===== config.mk =====
export PLATFORM = sky130hd
export DESIGN_NAME = ray_block_scheduler
export DESIGN_NICKNAME = d
export VERILOG_FILES = /design/src/rtl/ray_block_scheduler.sv
export SDC_FILE = /design/constraint.sdc
export NUM_CORES = 1
export LEC_CHECK = 0
export CAP_MARGIN = 20
export CELL_PAD_IN_SITES_DETAIL_PLACEMENT = 0
export CELL_PAD_IN_SITES_GLOBAL_PLACEMENT = 1
export CORE_MARGIN = 2
export CORE_UTILIZATION = 29
export CTS_BUF_LIST = sky130_fd_sc_hd__clkbuf_2
export CTS_CLUSTER_SIZE = 14
export DETAILED_ROUTE_END_ITERATION = 10
export GPL_TIMING_DRIVEN = 0
export PLACE_DENSITY = 0.85
export RECOVER_POWER = 25
export SLEW_MARGIN = 20
export SYNTH_ARGS = -nofsm -noshare
export SYNTH_HDL_FRONTEND = slang
export SYNTH_SLANG_ARGS = --single-unit

===== constraint.sdc =====
create_clock -name clk_in -period 4.72 [get_ports clk_in]
set_input_delay 0.708 -clock clk_in [delete_from_list [all_inputs] [get_ports clk_in]]
set_output_delay 0.708 -clock clk_in [all_outputs]
set_load 0.1 [all_outputs]

===== src/rtl/ray_block_scheduler.sv =====
// rtl/ray_block_scheduler.sv - issues one ray against a block list and keeps the nearest intersection hit
module ray_block_scheduler #(
   parameter int MAX_BLOCKS = 64,
   parameter int IDX_W      = 6,
   parameter int RD_LATENCY = 2
) (
   input  logic             clk_in,
   input  logic             rst_in,
   input  logic [31:0]      ray_x,
   input  logic [31:0]      ray_y,
   input  logic [31:0]      ray_z,
   input  logic [IDX_W:0]   num_blocks,
   input  logic             ray_valid,
   output logic             ray_ready,
   output logic [IDX_W-1:0] block_addr,
   output logic             block_rd_en,
   input  logic [31:0]      block_pos_x,
   input  logic [31:0]      block_pos_y,
   input  logic [31:0]      block_pos_z,
   output logic [31:0]      isect_ray_x,
   output logic [31:0]      isect_ray_y,
   output logic [31:0]      isect_ray_z,
   output logic [31:0]      isect_block_x,
   output logic [31:0]      isect_block_y,
   output logic [31:0]      isect_block_z,
   output logic             isect_valid,
   input  logic             isect_hit,
   input  logic [31:0]      isect_t,
   input  logic             isect_valid_in,
   output logic             hit_out,
   output logic [IDX_W-1:0] hit_index_out,
   output logic [31:0]      hit_t_out,
   output logic             result_valid,
   input  logic             result_ready
);

   typedef enum logic [1:0] {IDLE, ISSUE, DRAIN, DONE} state_t;

   localparam logic [IDX_W:0] MAX_N = (IDX_W+1)'(MAX_BLOCKS);
   localparam logic [IDX_W:0] ONE   = (IDX_W+1)'(1);

   state_t                state_q, state_d;
   logic [IDX_W:0]        num_q, num_d;
   logic [IDX_W:0]        issue_cnt_q, issue_cnt_d;
   logic [IDX_W:0]        ret_cnt_q, ret_cnt_d;
   logic [31:0]           ray_x_q, ray_x_d, ray_y_q, ray_y_d, ray_z_q, ray_z_d;
   logic                  best_hit_q, best_hit_d;
   logic [IDX_W-1:0]      best_idx_q, best_idx_d;
   logic [31:0]           best_t_q, best_t_d;
   logic [RD_LATENCY-1:0] rd_dly_q, rd_dly_d;
   logic [IDX_W:0]        num_capped;
   logic                  rd_en;

   // Float-to-unsigned key so that an unsigned compare follows IEEE-754 ordering
   function automatic logic [31:0] ord_key(input logic [31:0] f);
      return f[31] ? ~f : {1'b1, f[30:0]};
   endfunction

   always_comb begin
      state_d     = state_q;
      num_d       = num_q;
      issue_cnt_d = issue_cnt_q;
      ret_cnt_d   = ret_cnt_q;
      ray_x_d     = ray_x_q;
      ray_y_d     = ray_y_q;
      ray_z_d     = ray_z_q;
      best_hit_d  = best_hit_q;
      best_idx_d  = best_idx_q;
      best_t_d    = best_t_q;
      num_capped  = (num_blocks > MAX_N) ? MAX_N : num_blocks;
      rd_en       = (state_q == ISSUE);
      rd_dly_d    = RD_LATENCY'({rd_dly_q, rd_en});

      if ((state_q == ISSUE || state_q == DRAIN) && isect_valid_in) begin
         ret_cnt_d = ret_cnt_q + ONE;
         if (isect_hit && (!best_hit_q || ord_key(isect_t) < ord_key(best_t_q))) begin
            best_hit_d = 1'b1;
            best_idx_d = ret_cnt_q[IDX_W-1:0];
            best_t_d   = isect_t;
         end
      end

      case (state_q)
         IDLE: begin
            if (ray_valid) begin
               ray_x_d     = ray_x;
               ray_y_d     = ray_y;
               ray_z_d     = ray_z;
               num_d       = num_capped;
               issue_cnt_d = '0;
               ret_cnt_d   = '0;
               best_hit_d  = 1'b0;
               best_idx_d  = '0;
               best_t_d    = '0;
               state_d     = (num_capped == '0) ? DONE : ISSUE;
            end
         end
         ISSUE: begin
            issue_cnt_d = issue_cnt_q + ONE;
            if (issue_cnt_q == num_q - ONE) state_d = DRAIN;
         end
         DRAIN: begin
            if (isect_valid_in && ret_cnt_q == num_q - ONE) state_d = DONE;
         end
         DONE: begin
            if (result_ready) state_d = IDLE;
         end
         default: state_d = IDLE;
      endcase
   end

   always_ff @(posedge clk_in) begin
      if (rst_in) begin
         state_q     <= IDLE;
         num_q       <= '0;
         issue_cnt_q <= '0;
         ret_cnt_q   <= '0;
         ray_x_q     <= '0;
         ray_y_q     <= '0;
         ray_z_q     <= '0;
         best_hit_q  <= 1'b0;
         best_idx_q  <= '0;
         best_t_q    <= '0;
         rd_dly_q    <= '0;
      end else begin
         state_q     <= state_d;
         num_q       <= num_d;
         issue_cnt_q <= issue_cnt_d;
         ret_cnt_q   <= ret_cnt_d;
         ray_x_q     <= ray_x_d;
         ray_y_q     <= ray_y_d;
         ray_z_q     <= ray_z_d;
         best_hit_q  <= best_hit_d;
         best_idx_q  <= best_idx_d;
         best_t_q    <= best_t_d;
         rd_dly_q    <= rd_dly_d;
      end
   end

   // Gated by rst_in so the very first reset cycle already shows quiet outputs
   assign ray_ready     = !rst_in && (state_q == IDLE);
   assign result_valid  = !rst_in && (state_q == DONE);
   assign block_rd_en   = !rst_in && rd_en;
   assign block_addr    = rst_in ? '0 : issue_cnt_q[IDX_W-1:0];
   assign isect_valid   = !rst_in && rd_dly_q[RD_LATENCY-1];
   assign isect_ray_x   = rst_in ? '0 : ray_x_q;
   assign isect_ray_y   = rst_in ? '0 : ray_y_q;
   assign isect_ray_z   = rst_in ? '0 : ray_z_q;
   assign isect_block_x = isect_valid ? block_pos_x : '0;
   assign isect_block_y = isect_valid ? block_pos_y : '0;
   assign isect_block_z = isect_valid ? block_pos_z : '0;
   assign hit_out       = !rst_in && best_hit_q;
   assign hit_index_out = rst_in ? '0 : best_idx_q;
   assign hit_t_out     = rst_in ? '0 : best_t_q;

endmodule

==> impl_summary.log <==
[metrics] Total Neg Setup Slack: 0 ps
[metrics] RD Place Congestion: between 0.8 and 0.9
[metrics] final max-slew violation count: 0
[metrics] via count of the first global-routing pass: 9854
[metrics] flops & latches, synth: 160
[metrics] normalized max-slew margin: approximately 23%
[metrics] Register Area: roughly 3200 µm²
[metrics] Worst Clk Skew: roughly 66 ps
[metrics] Max stage delay on crit path: 1140 ps
[metrics] footprint of the multi-input gates: 5736 µm²
[metrics] wire length per cell: ~18 µm
[metrics] number of enable-type register cells in the synthesized netlist: 0
[metrics] row cnt: 66
[metrics] total wire length after detailed routing: around 39 mm
[metrics] Clock Tree Buf Depth: 2
[metrics] Slowest cell on crit path: sky130_fd_sc_hd__clkdlybuf4s50_1
[metrics] unrepaired setup endpoints after global routing: false
[metrics] worst min-delay path category: input port to flop
[metrics] portion of netlist area occupied by mux cells: less than 1%
[metrics] placeable core region: 32290 µm²
[metrics] buffers added on ports: 475
[metrics] number of antenna violations at the first check in global routing: 5
[metrics] Synth area leader: sky130_fd_sc_hd__dfxtp_1
[metrics] synthesized area: 9429 µm²
[metrics] vias after detailed routing: approximately 10000
[metrics] leakage power: approximately 5.3 nW
[metrics] mean instance size in the synthesized netlist: about 7.6 µm²
[metrics] fraction of final layout cells sized beyond drive strength 1: about 2.9%
[metrics] sort of element at the end of the critical path: output port
[metrics] YS warnings: 0
[metrics] commonest cells after routing, fill and taps aside: 475 x sky130_fd_sc_hd__clkdlybuf4s50_1, 222 x sky130_fd_sc_hd__nand2_1, 160 x sky130_fd_sc_hd__a21oi_1, 160 x sky130_fd_sc_hd__dfxtp_1, 150 x sky130_fd_sc_hd__nor2b_1
[metrics] proportion of synthesized chip area in sequential cells: approximately a third
[metrics] leading post-synthesis cells by cell area: sky130_fd_sc_hd__dfxtp_1 34%, sky130_fd_sc_hd__nor2b_1 10%, sky130_fd_sc_hd__nand2_1 8.8%
[metrics] fraction of the mapped netlist area in adder cells: approximately 5.0%
[metrics] TritonCTS sink count: 160
[metrics] final hold violation count: 0
[metrics] number of instances in the synthesized netlist: approximately 1200
[metrics] total die area: roughly 34000 µm²
[metrics] Critical Path Source Type: flop
[metrics] number of nets still failing antenna checks after routing: 0
[metrics] first-pass GRT wire length: about 58 mm
[metrics] proportion of netlist area held by the largest area contributor: between 30% and 40%
[metrics] H-tree lvl count: 4
[metrics] TritonCTS buffer count: 17
[metrics] effective utilization at floorplan: roughly 29%
[metrics] Max Clock Freq: 230.0 MHz
[metrics] largest net degree at the start of global routing: 21
[metrics] largest family of logic cells by synthesized area: simple AND/OR/NAND/NOR gates
[metrics] Clk Latency, worst-skew pair: 800 ps
[metrics] result of the run: complete, no violations
[metrics] total nets after synthesis: between 1500 and 2000
[metrics] actual transition at the worst max-transition pin: 1149 ps
[metrics] share of the clock period used by the worst path: 92.11%
[metrics] drt via density: about 4.8
[metrics] synthesized-area fraction occupied by ao, oa, aoi and oai cells: approximately 16%
[metrics] Placed Cells: between 2000 and 2500
[metrics] Final #Nets: between 2000 and 2500
[metrics] fin cells: ~2200
[metrics] horizontal die dimension: approximately 180 µm
[metrics] post-CTS sizing: 0
[metrics] cell chain of the critical path: nor2b_1, clkbuf_1, clkbuf_1, and2_1, clkdlybuf4s50_1
[metrics] clock tree from TritonCTS: done
[metrics] DR iter-0 viols: just under 500
[metrics] peak fanout along the critical path: 10
[metrics] Primary FF master, synth: sky130_fd_sc_hd__dfxtp_1
[metrics] number of fill cells in the layout: 3232
[metrics] clock tree root buffer cell: sky130_fd_sc_hd__clkbuf_2
[metrics] count of hold buffers inserted by post-cts repair: 0
[metrics] max-capacitance violation count: 0
[metrics] count of buffering cells on the critical path with inverters included: 3
[metrics] area fraction in and, or, nand and nor cells after synthesis: 32.59%
[metrics] first-pass detailed-route iteration total: 5
[metrics] clock transition at the register clock pins on the worst setup and hold paths after CTS: around 300 ps
[metrics] required time of the worst setup path: about 4000 ps
[metrics] most frequent standard cell in the layout excluding fill and tap cells: sky130_fd_sc_hd__clkdlybuf4s50_1
[metrics] aggregate global routing overflow: 0
[metrics] setup violation total in the final timing report: 0
[metrics] power density normalized to cell area: 307.6 nW/µm²
[metrics] post-CTS setup-driven buffer insertion count: 0
[metrics] area growth from synthesis to final layout: 59.30%
[metrics] DRC: 0
[metrics] cell repeated most along the worst path: sky130_fd_sc_hd__clkbuf_1
[metrics] min Tclk post-route: between 4000 and 5000 ps
[metrics] kind of cell adding the most delay to the critical path: buffers and inverters
[metrics] number of distinct library cells after synthesis: between 50 and 60
[metrics] Peak supply drop: around 230 µV
[metrics] post-detailed-placement half-perimeter wirelength: 31.47 mm
[metrics] I/O pin total: 478
[metrics] global-route usage over all layers: between 20% and 30%
[metrics] share of flip-flops with an asynchronous set or reset after synthesis: 0%
[metrics] XOR/XNOR Fraction of Synth Area: 7.431%
[metrics] height of the die: approximately 180 µm
[metrics] Crit Path Category: flop to output port
[metrics] Data arrival, critical path: between 3000 and 4000 ps
cell type report:
type	count	area share, %
Inverter	8	0.1999
Multi-Input combinational cell	954	38.18
Clock inverter	15	1.358
Sequential cell	160	21.32
Antenna cell	1	0.01666
Buffer	113	3.015
Tap cell	442	3.682
Timing Repair Buffer	475	31.65
Clock buffer	17	0.5664
metrics by stage:
| step | area [µm²] | hold slack (ps) | total power [W] | utilization [%] | worst slack (ps) |
|---|---|---|---|---|---|
| 2_1_floorplan | 9429 | 413.8 | 0.003104 | - | 987.5 |
| 3_3_place_gp | 14740 | 436.7 | 0.003765 | 45.64 | 299.3 |
| 3_5_place_dp | 14740 | 437.1 | 0.003785 | 45.64 | 317.0 |
| 4_1_cts | 15030 | 273.0 | 0.004661 | 46.54 | 202.0 |
| 5_1_grt | 15020 | 259.8 | 0.004866 | 46.52 | 15.90 |
| 6_report | 15020 | 352.8 | 0.004620 | 46.52 | 372.5 |
worst paths after layout:
path,depth (start not counted),endpoint,start,slack (ps)
worst max register to register,12,best_t_q[22],best_t_q[31],800
worst min-delay path,3,best_t_q[31],isect_t[31],350
worst max-delay path,5,isect_block_y[23],rd_dly_q[1],370
worst min register to register,1,rd_dly_q[1],rd_dly_q[0],470
sequential cells by signal, summed over array words and instances (netlist names):
name         count
ray_x_q         32
ret_cnt_q        7
rd_dly_q         2
ray_y_q         32
best_hit_q       1
best_t_q        32
issue_cnt_q      7
num_q            7
state_q          2
best_idx_q       6
ray_z_q         32
synth_stat cells, types with 3 or more instances:
| library cell | n |
|---|---|
| sky130_fd_sc_hd__xor2_1 | 38 |
| sky130_fd_sc_hd__clkbuf_1 | 91 |
| sky130_fd_sc_hd__inv_1 | 8 |
| sky130_fd_sc_hd__dfxtp_1 | 160 |
| sky130_fd_sc_hd__a21o_1 | 6 |
| sky130_fd_sc_hd__a211oi_1 | 3 |
| sky130_fd_sc_hd__and3_1 | 5 |
| sky130_fd_sc_hd__buf_2 | 8 |
| sky130_fd_sc_hd__o31ai_1 | 39 |
| sky130_fd_sc_hd__nor3_1 | 8 |
| sky130_fd_sc_hd__o21ai_0 | 5 |
| sky130_fd_sc_hd__nand2_1 | 222 |
| sky130_fd_sc_hd__ha_1 | 38 |
| sky130_fd_sc_hd__nand2b_1 | 7 |
| sky130_fd_sc_hd__nor2b_1 | 150 |
| sky130_fd_sc_hd__and2_1 | 97 |
| sky130_fd_sc_hd__nor2_1 | 24 |
| sky130_fd_sc_hd__o211ai_1 | 3 |
| sky130_fd_sc_hd__nand3b_1 | 6 |
| sky130_fd_sc_hd__o21ai_1 | 3 |
| sky130_fd_sc_hd__a22oi_1 | 5 |
| sky130_fd_sc_hd__nand3_1 | 12 |
| sky130_fd_sc_hd__xnor2_1 | 42 |
| sky130_fd_sc_hd__buf_1 | 11 |
| sky130_fd_sc_hd__nand4_1 | 44 |
| sky130_fd_sc_hd__a21oi_1 | 160 |
| sky130_fd_sc_hd__o21a_1 | 3 |
report_power, final:
part | switching, W | internal, W
clock | 0.000662 | 0.000199
sequential | 0.0000793 | 0.00150
combinational | 0.00149 | 0.000686
cells by family (layout without fill, tap and decap cells):
| family | Yosys count | in the layout |
|---|---|---|
| xor+xnor | 80 | 80 |
| simple gates | 588 | 588 |
| fa+ha+maj | 38 | 38 |
| compound gates | 245 | 245 |
| other cells | 0 | 1 |
| flops | 160 | 160 |
| buf+inv | 121 | 628 |
| mux | 3 | 3 |
routing by layer:
layer / up-vias / GRT usage [%] / part of all wire [%]
li1: 5130 / - / -
met1: 4926 / 28.87 / 45
met2: 400 / 35.62 / 45
met3: 25 / 7.746 / 9.2
met4: 8 / 2.688 / 0.65
met5: - / 0 / 0.14
worst register-to-register path, stage by stage (launching register included):
cell and delay [ps]:
sky130_fd_sc_hd__dfxtp_1 400, sky130_fd_sc_hd__buf_2 180, sky130_fd_sc_hd__buf_1 570, sky130_fd_sc_hd__xnor2_1 160, sky130_fd_sc_hd__ha_1 320, sky130_fd_sc_hd__nand4_1 140, sky130_fd_sc_hd__nor3_1 490, sky130_fd_sc_hd__o221a_2 310
sky130_fd_sc_hd__o21a_1 150, sky130_fd_sc_hd__clkbuf_1 400, sky130_fd_sc_hd__clkbuf_1 490, sky130_fd_sc_hd__o31ai_1 120, sky130_fd_sc_hd__a21oi_1 170
No activity file was read; power rests on OpenSTA's default activity.
